===== config.mk =====
export PLATFORM = sky130hd
export DESIGN_NAME = sal_apb_cfg_slave
export DESIGN_NICKNAME = d
export VERILOG_FILES = /design/src/rtl/sal_apb_cfg_slave.sv
export SDC_FILE = /design/constraint.sdc
export NUM_CORES = 1
export LEC_CHECK = 0
export CAP_MARGIN = 20
export CORE_MARGIN = 10
export CORE_UTILIZATION = 40
export DETAILED_ROUTE_END_ITERATION = 16
export DONT_BUFFER_PORTS = 1
export GPL_ROUTABILITY_DRIVEN = 0
export PLACE_DENSITY = 0.6
export SYNTH_ARGS = -nofsm -noshare
export SYNTH_HDL_FRONTEND = slang
export SYNTH_SLANG_ARGS = --single-unit

===== constraint.sdc =====
create_clock -name clk -period 3.6 [get_ports clk]
set_input_delay 1.08 -clock clk [delete_from_list [all_inputs] [get_ports clk]]
set_output_delay 1.08 -clock clk [all_outputs]
set_load 0.05 [all_outputs]

===== src/rtl/sal_apb_cfg_slave.sv =====
`default_nettype none
// ============================================================================
// Module   : sal_apb_cfg_slave
// Brief    : APB3 completer for the DDR2 controller configuration/status
//            register file, with programmable wait states and pslverr.
// Revision : 1.0 - initial release
// ============================================================================
module sal_apb_cfg_slave #(
    parameter int          WAIT_CYCLES = 1,
    parameter logic [31:0] ID_VALUE    = 32'h5344_0200
) (
    input  logic        clk,
    input  logic        rst_n,
    input  logic        psel,
    input  logic        penable,
    input  logic [31:0] paddr,
    input  logic        pwrite,
    input  logic [31:0] pwdata,
    output logic        pready,
    output logic [31:0] prdata,
    output logic        pslverr,
    input  logic        init_done_i,
    input  logic        busy_i,
    output logic        init_start_o,
    output logic        refresh_en_o,
    output logic [7:0]  t_rcd_o,
    output logic [7:0]  t_rp_o,
    output logic [7:0]  t_ras_o,
    output logic [7:0]  t_rc_o,
    output logic [7:0]  t_rfc_o,
    output logic [7:0]  t_wr_o,
    output logic [3:0]  cl_o,
    output logic [15:0] t_refi_o
);

    localparam logic [3:0]  C_WAIT        = 4'(WAIT_CYCLES);
    localparam logic [11:0] C_ADDR_ID     = 12'h000;
    localparam logic [11:0] C_ADDR_CTRL   = 12'h004;
    localparam logic [11:0] C_ADDR_STATUS = 12'h008;
    localparam logic [11:0] C_ADDR_T0     = 12'h00C;
    localparam logic [11:0] C_ADDR_T1     = 12'h010;
    localparam logic [11:0] C_ADDR_REFI   = 12'h014;
    localparam logic [11:0] C_ADDR_SCR    = 12'h018;

    typedef enum logic [1:0] {
        S_IDLE = 2'd0,
        S_WAIT = 2'd1,
        S_RESP = 2'd2
    } state_t;

    state_t      state_q, state_d;
    logic [3:0]  cnt_q, cnt_d;
    logic [11:0] addr_q, addr_d;
    logic        write_q, write_d;
    logic [31:0] wdata_q, wdata_d;

    logic        refresh_en_q, refresh_en_d;
    logic [31:0] timing0_q, timing0_d;
    logic [19:0] timing1_q, timing1_d;
    logic [15:0] refi_q, refi_d;
    logic [31:0] scratch_q, scratch_d;

    logic        pready_q, pready_d;
    logic [31:0] prdata_q, prdata_d;
    logic        pslverr_q, pslverr_d;
    logic        init_start_q, init_start_d;

    logic [11:0] dec_addr;
    logic        dec_write;
    logic [31:0] dec_wdata;
    logic        dec_hit;
    logic        dec_err;
    logic [31:0] dec_rdata;
    logic        resp_load;
    logic        commit;

    logic        unused_paddr_hi;
    assign unused_paddr_hi = ^paddr[31:12];

    // With zero wait states the response is loaded at the end of the setup
    // cycle, so decode must look at the live bus instead of the capture.
    always_comb begin
        if (state_q == S_IDLE) begin
            dec_addr  = paddr[11:0];
            dec_write = pwrite;
            dec_wdata = pwdata;
        end else begin
            dec_addr  = addr_q;
            dec_write = write_q;
            dec_wdata = wdata_q;
        end
    end

    always_comb begin
        dec_hit   = 1'b1;
        dec_rdata = 32'h0;
        case (dec_addr)
            C_ADDR_ID:     dec_rdata = ID_VALUE;
            C_ADDR_CTRL:   dec_rdata = {30'h0, refresh_en_q, 1'b0};
            C_ADDR_STATUS: dec_rdata = {30'h0, busy_i, init_done_i};
            C_ADDR_T0:     dec_rdata = timing0_q;
            C_ADDR_T1:     dec_rdata = {12'h0, timing1_q};
            C_ADDR_REFI:   dec_rdata = {16'h0, refi_q};
            C_ADDR_SCR:    dec_rdata = scratch_q;
            default:       dec_hit   = 1'b0;
        endcase
        dec_err = !dec_hit
               || (dec_addr[1:0] != 2'b00)
               || (dec_write && ((dec_addr == C_ADDR_ID) || (dec_addr == C_ADDR_STATUS)))
               || (dec_write && (dec_addr == C_ADDR_CTRL) && dec_wdata[0] && busy_i);
    end

    always_comb begin
        state_d   = state_q;
        cnt_d     = cnt_q;
        addr_d    = addr_q;
        write_d   = write_q;
        wdata_d   = wdata_q;
        resp_load = 1'b0;
        case (state_q)
            S_IDLE: begin
                if (psel && !penable) begin
                    addr_d  = paddr[11:0];
                    write_d = pwrite;
                    wdata_d = pwdata;
                    if (C_WAIT == 4'd0) begin
                        state_d   = S_RESP;
                        resp_load = 1'b1;
                    end else begin
                        state_d = S_WAIT;
                        cnt_d   = C_WAIT;
                    end
                end
            end
            S_WAIT: begin
                if (!psel) begin
                    state_d = S_IDLE;
                end else if (cnt_q <= 4'd1) begin
                    state_d   = S_RESP;
                    resp_load = 1'b1;
                end else begin
                    cnt_d = cnt_q - 4'd1;
                end
            end
            S_RESP:  state_d = S_IDLE;
            default: state_d = S_IDLE;
        endcase
    end

    assign pready_d   = resp_load;
    assign pslverr_d  = resp_load && dec_err;
    assign prdata_d   = (resp_load && !dec_write && !dec_err) ? dec_rdata : 32'h0;
    // Errors were resolved when the response was loaded; commit only on the
    // real completion edge so an abandoned transfer never writes.
    assign commit     = (state_q == S_RESP) && psel && penable && write_q && !pslverr_q;

    always_comb begin
        refresh_en_d = refresh_en_q;
        timing0_d    = timing0_q;
        timing1_d    = timing1_q;
        refi_d       = refi_q;
        scratch_d    = scratch_q;
        init_start_d = 1'b0;
        if (commit) begin
            case (addr_q)
                C_ADDR_CTRL: begin
                    refresh_en_d = wdata_q[1];
                    init_start_d = wdata_q[0];
                end
                C_ADDR_T0:   timing0_d = wdata_q;
                C_ADDR_T1:   timing1_d = wdata_q[19:0];
                C_ADDR_REFI: refi_d    = wdata_q[15:0];
                C_ADDR_SCR:  scratch_d = wdata_q;
                default:     ;
            endcase
        end
    end

    always_ff @(posedge clk or negedge rst_n) begin
        if (!rst_n) begin
            state_q      <= S_IDLE;
            cnt_q        <= 4'd0;
            addr_q       <= 12'h0;
            write_q      <= 1'b0;
            wdata_q      <= 32'h0;
            refresh_en_q <= 1'b1;
            timing0_q    <= 32'h0B08_0303;
            timing1_q    <= 20'h4_031A;
            refi_q       <= 16'h0C30;
            scratch_q    <= 32'h0;
            pready_q     <= 1'b0;
            prdata_q     <= 32'h0;
            pslverr_q    <= 1'b0;
            init_start_q <= 1'b0;
        end else begin
            state_q      <= state_d;
            cnt_q        <= cnt_d;
            addr_q       <= addr_d;
            write_q      <= write_d;
            wdata_q      <= wdata_d;
            refresh_en_q <= refresh_en_d;
            timing0_q    <= timing0_d;
            timing1_q    <= timing1_d;
            refi_q       <= refi_d;
            scratch_q    <= scratch_d;
            pready_q     <= pready_d;
            prdata_q     <= prdata_d;
            pslverr_q    <= pslverr_d;
            init_start_q <= init_start_d;
        end
    end

    assign pready       = pready_q;
    assign prdata       = prdata_q;
    assign pslverr      = pslverr_q;
    assign init_start_o = init_start_q;
    assign refresh_en_o = refresh_en_q;
    assign t_rcd_o      = timing0_q[7:0];
    assign t_rp_o       = timing0_q[15:8];
    assign t_ras_o      = timing0_q[23:16];
    assign t_rc_o       = timing0_q[31:24];
    assign t_rfc_o      = timing1_q[7:0];
    assign t_wr_o       = timing1_q[15:8];
    assign cl_o         = timing1_q[19:16];
    assign t_refi_o     = refi_q;

endmodule
`default_nettype wire


==> results.yml <==
place:
  portBuffers: 0
  placedCellCount: 841
  dp_hpwl_mm: 14.2
setup_path:
  arrival_ps: 2960
  path_delay_family: "simple AND/OR/NAND/NOR gates"
  cp_num_buf_inv: 1
  crit_top_cell: "a31oi_1"
  crit_fanout: 32
  crit_path_start_kind: "input pin"
  worst_ep_required_time_ps: 3950
  endpoint_kind: "flip-flop"
  crit_path_top_delay_cell: "or3b_1"
  setup.worst_path.class: "input pin to flip-flop"
  path_cells: "nor4_1 > nand3_1 > a31oi_1 > o21ai_1 > or3b_1 > buf_4 > a31oi_1"
  slowest_delay_ps: 390
cts:
  clock-sinks: 187
  htree_levels: 4
  root_buffer: "clkbuf_16"
  cts_tree: "built"
  clkTransAtPathRegs_ps: 80
  cts_made_buffers: 17
  cts_resized: 0
  postCtsSetupBuffers: 0
  hold_buffers: 0
  cts_buffer_depth: 2
  clock_latency_ps: 430
logic_synthesis:
  synthDistinctLibCells: 53
  synth-seq-area-share_pct: 59.6
  synth_warnings: 0
  synthesis.area_um2: 7890
  synth_seq_cells: 187
  syn_area_per_cell_um2: 13.2
  netlist_instances: 597
  syn_nets: 670
global_routing:
  grt_pass1_vias: 5352
  gr-usage-all-layers_pct: 17.0
  grt.overflow.total: 0
  grt_max_degree: 188
  antenna_found_initial: 1
  grt_pass1_wl_mm: 33.6
sta:
  final_hold_viol_count: 0
  fin_crit_sh_pct: 72.5
  rsz0062_at_grt: "false"
  fin_crit_ps: 2610
  setup_violations: 0
  skew_ps: 12.0
  worst_pin_slew_ps: 732
  fin_setup_tns_ps: 0
  slew_headroom_pct: 49.8
  fmax_mhz: 383
  drv_slew: 0
power_and_ir_drop:
  p_sw_share_pct: 27.2
  combPwrFrac_pct: 8.9
  ir_drop_mv: 0.320
  p_switching_mw: 1.31
  p_int_mw: 3.50
  power.leakage_nw: 3.84
  p_seq_share_pct: 51.8
  pwr-share-clk_pct: 39.3
  p_per_area_nw_per_um2: 544
layout:
  n_antenna_cell: 0
  area_growth_pct: 12.0
  drive_above_1_share_pct: 36.7
  fill_cells: 1789
  final_cell_count_no_fill: 873
  fin_nets: 668
drt:
  first_iter_violations: 300
  routed_via_density: 5.70
  drc: 0
  vias: 4972
  final_antenna_net_count: 0
  wire_per_inst_um: 25.1
  firstDrtPassIters: 4
  drt_wl_total_mm: 22.0
floorplan:
  start_util_pct: 40.7
  io-pin-count: 175
  die_w_um: 160
  die_h_um: 160
  rows: 51
  dieArea_um2: 25700
  coreArea_um2: 19400
flow_run:
  cap_violations: 0
worst_hold_path:
  hold_path.class: "input pin to async pin"
run_status:
  status: "completed"
-- worst reg2reg max path: cells and delay by family, from the launching register on --
| family | cells | cell delay [ps] |
|---|---|---|
| flip-flops | 1 | 390 |
| AND/OR/NAND/NOR | 4 | 1390 |
| multiplexers | 1 | 390 |
| buffers and inverters | 1 | 320 |
-- kinds of logic after synthesis --
| kind of cell | synth area share, % |
|---|---|
| xor gates and xnor gates | 0.222 |
| buffers and inverters | 2.63 |
| AOI/OAI and AO/OA | 7.81 |
| adders and majority gates | 0.317 |
| DFF | 59.6 |
| and+or+nand+nor | 8.55 |
| muxes | 20.8 |
-- Yosys cell counts (all sizes together) --
cell type	instances	share of area, %
a31oi	9	0.71
buf	18	1.4
or3b	1	0.11
o22a	3	0.33
a222oi	4	0.51
nor2	49	2.4
a311oi	7	0.78
mux2i	1	0.13
nor4	4	0.40
dfstp	19	6.3
nand2b	3	0.24
inv	6	0.29
o21a	2	0.19
nand3	23	1.5
or3	3	0.24
and3	7	0.56
o21bai	1	0.095
and4b	1	0.13
or2	5	0.40
o31ai	2	0.19
nor3	7	0.44
nand3b	2	0.19
xor2	2	0.22
nand2	10	0.48
a22o	5	0.56
a21oi	20	1.3
a32oi	1	0.11
a221oi	1	0.11
dfrtp	168	53
nand4	2	0.16
or4	2	0.24
nor3b	4	0.59
ha	2	0.32
clkbuf	19	0.90
mux2	145	21
or4b	2	0.25
o32ai	2	0.22
o22ai	6	0.56
a22oi	17	1.6
o21ai	8	0.56
and2	4	0.32
-- layout make-up --
cell class / instances / area (µm²) / share of cell area, %
clock buffers: 19 / 443 / 5.01
clock inverters: 13 / 148 / 1.67
flip-flops and latches: 187 / 4700 / 53.2
well taps: 265 / 332 / 3.75
multi-input cells: 367 / 3040 / 34.4
repair buffers: 16 / 145 / 1.64
inverters: 6 / 22.5 / 0.255
-- per-layer routing --
layer,global-route usage [%],wire [µm],vias up
li1,-,-,2185
met3,8.13,2110,16
met5,0,11,-
met1,19.7,8780,2596
met2,28.0,10900,173
met4,3.76,183,2
-- final timing paths --
path                                      startpoint                        end  slack (ps)  cells after the start
min                                            rst_n    wdata_q[19]$_DFFE_PN0P_         330                      0
max reg2reg                    addr_q[0]$_DFFE_PN0P_  timing0_q[30]$_DFFE_PN0P_        1020                      6
min in group clk           scratch_q[25]$_DFFE_PN0P_  scratch_q[25]$_DFFE_PN0P_         500                      1
max                                         paddr[8]       prdata[17]$_DFF_PN0_         990                      7
min reg2reg                scratch_q[25]$_DFFE_PN0P_  scratch_q[25]$_DFFE_PN0P_         500                      1
max in group asynchronous                      rst_n   t_refi_o[10]$_DFFE_PN1P_        3020                      0
-- flip-flops by register name (all words and copies together), names as in the netlist, 2 cells and up --
| register | flops |
|---|---|
| prdata | 32 |
| scratch_q | 32 |
| cnt_q | 4 |
| wdata_q | 32 |
| addr_q | 12 |
| state_q | 2 |
| timing1_q | 20 |
| timing0_q | 32 |
| t_refi_o | 16 |
-- power by group through the flow --
stage	combinational, mW	clock [mW]	sequential [mW]
final	0.430	1.89	2.49
after global routing	0.469	2.04	2.53
after CTS	0.436	1.95	2.49
after detailed placement	0.433	0	2.53
after global placement	0.419	0	2.51
after floorplan	0.344	0	2.44
-- cells in the final DEF (no fill, tap or decap), types with 4 or more instances in the layout --
| cell type | n |
|---|---|
| nand2_1 | 10 |
| inv_1 | 6 |
| a222oi_1 | 4 |
| a31oi_1 | 9 |
| nor3_1 | 5 |
| a22oi_1 | 17 |
| dfstp_2 | 19 |
| dfrtp_1 | 168 |
| nor2_1 | 48 |
| clkbuf_16 | 17 |
| mux2_1 | 8 |
| mux2_2 | 137 |
| and2_1 | 4 |
| buf_4 | 14 |
| nand3_1 | 23 |
| inv_8 | 4 |
| a311oi_1 | 7 |
| and3_1 | 7 |
| o21ai_0 | 5 |
| a21oi_1 | 20 |
| a22o_1 | 5 |
-- through the flow --
step	worst slack [ps]	total power, mW	area (µm²)	hold slack (ps)	utilization, %
floorplan	806	2.79	7890	457	-
global placement	578	2.93	8250	467	42.5
detailed placement	532	2.96	8250	483	42.5
CTS	977	4.87	8840	319	45.5
global route	793	5.03	8840	299	45.5
finish	989	4.81	8840	332	45.5
Note: power is estimated with default switching activity, not from simulation.
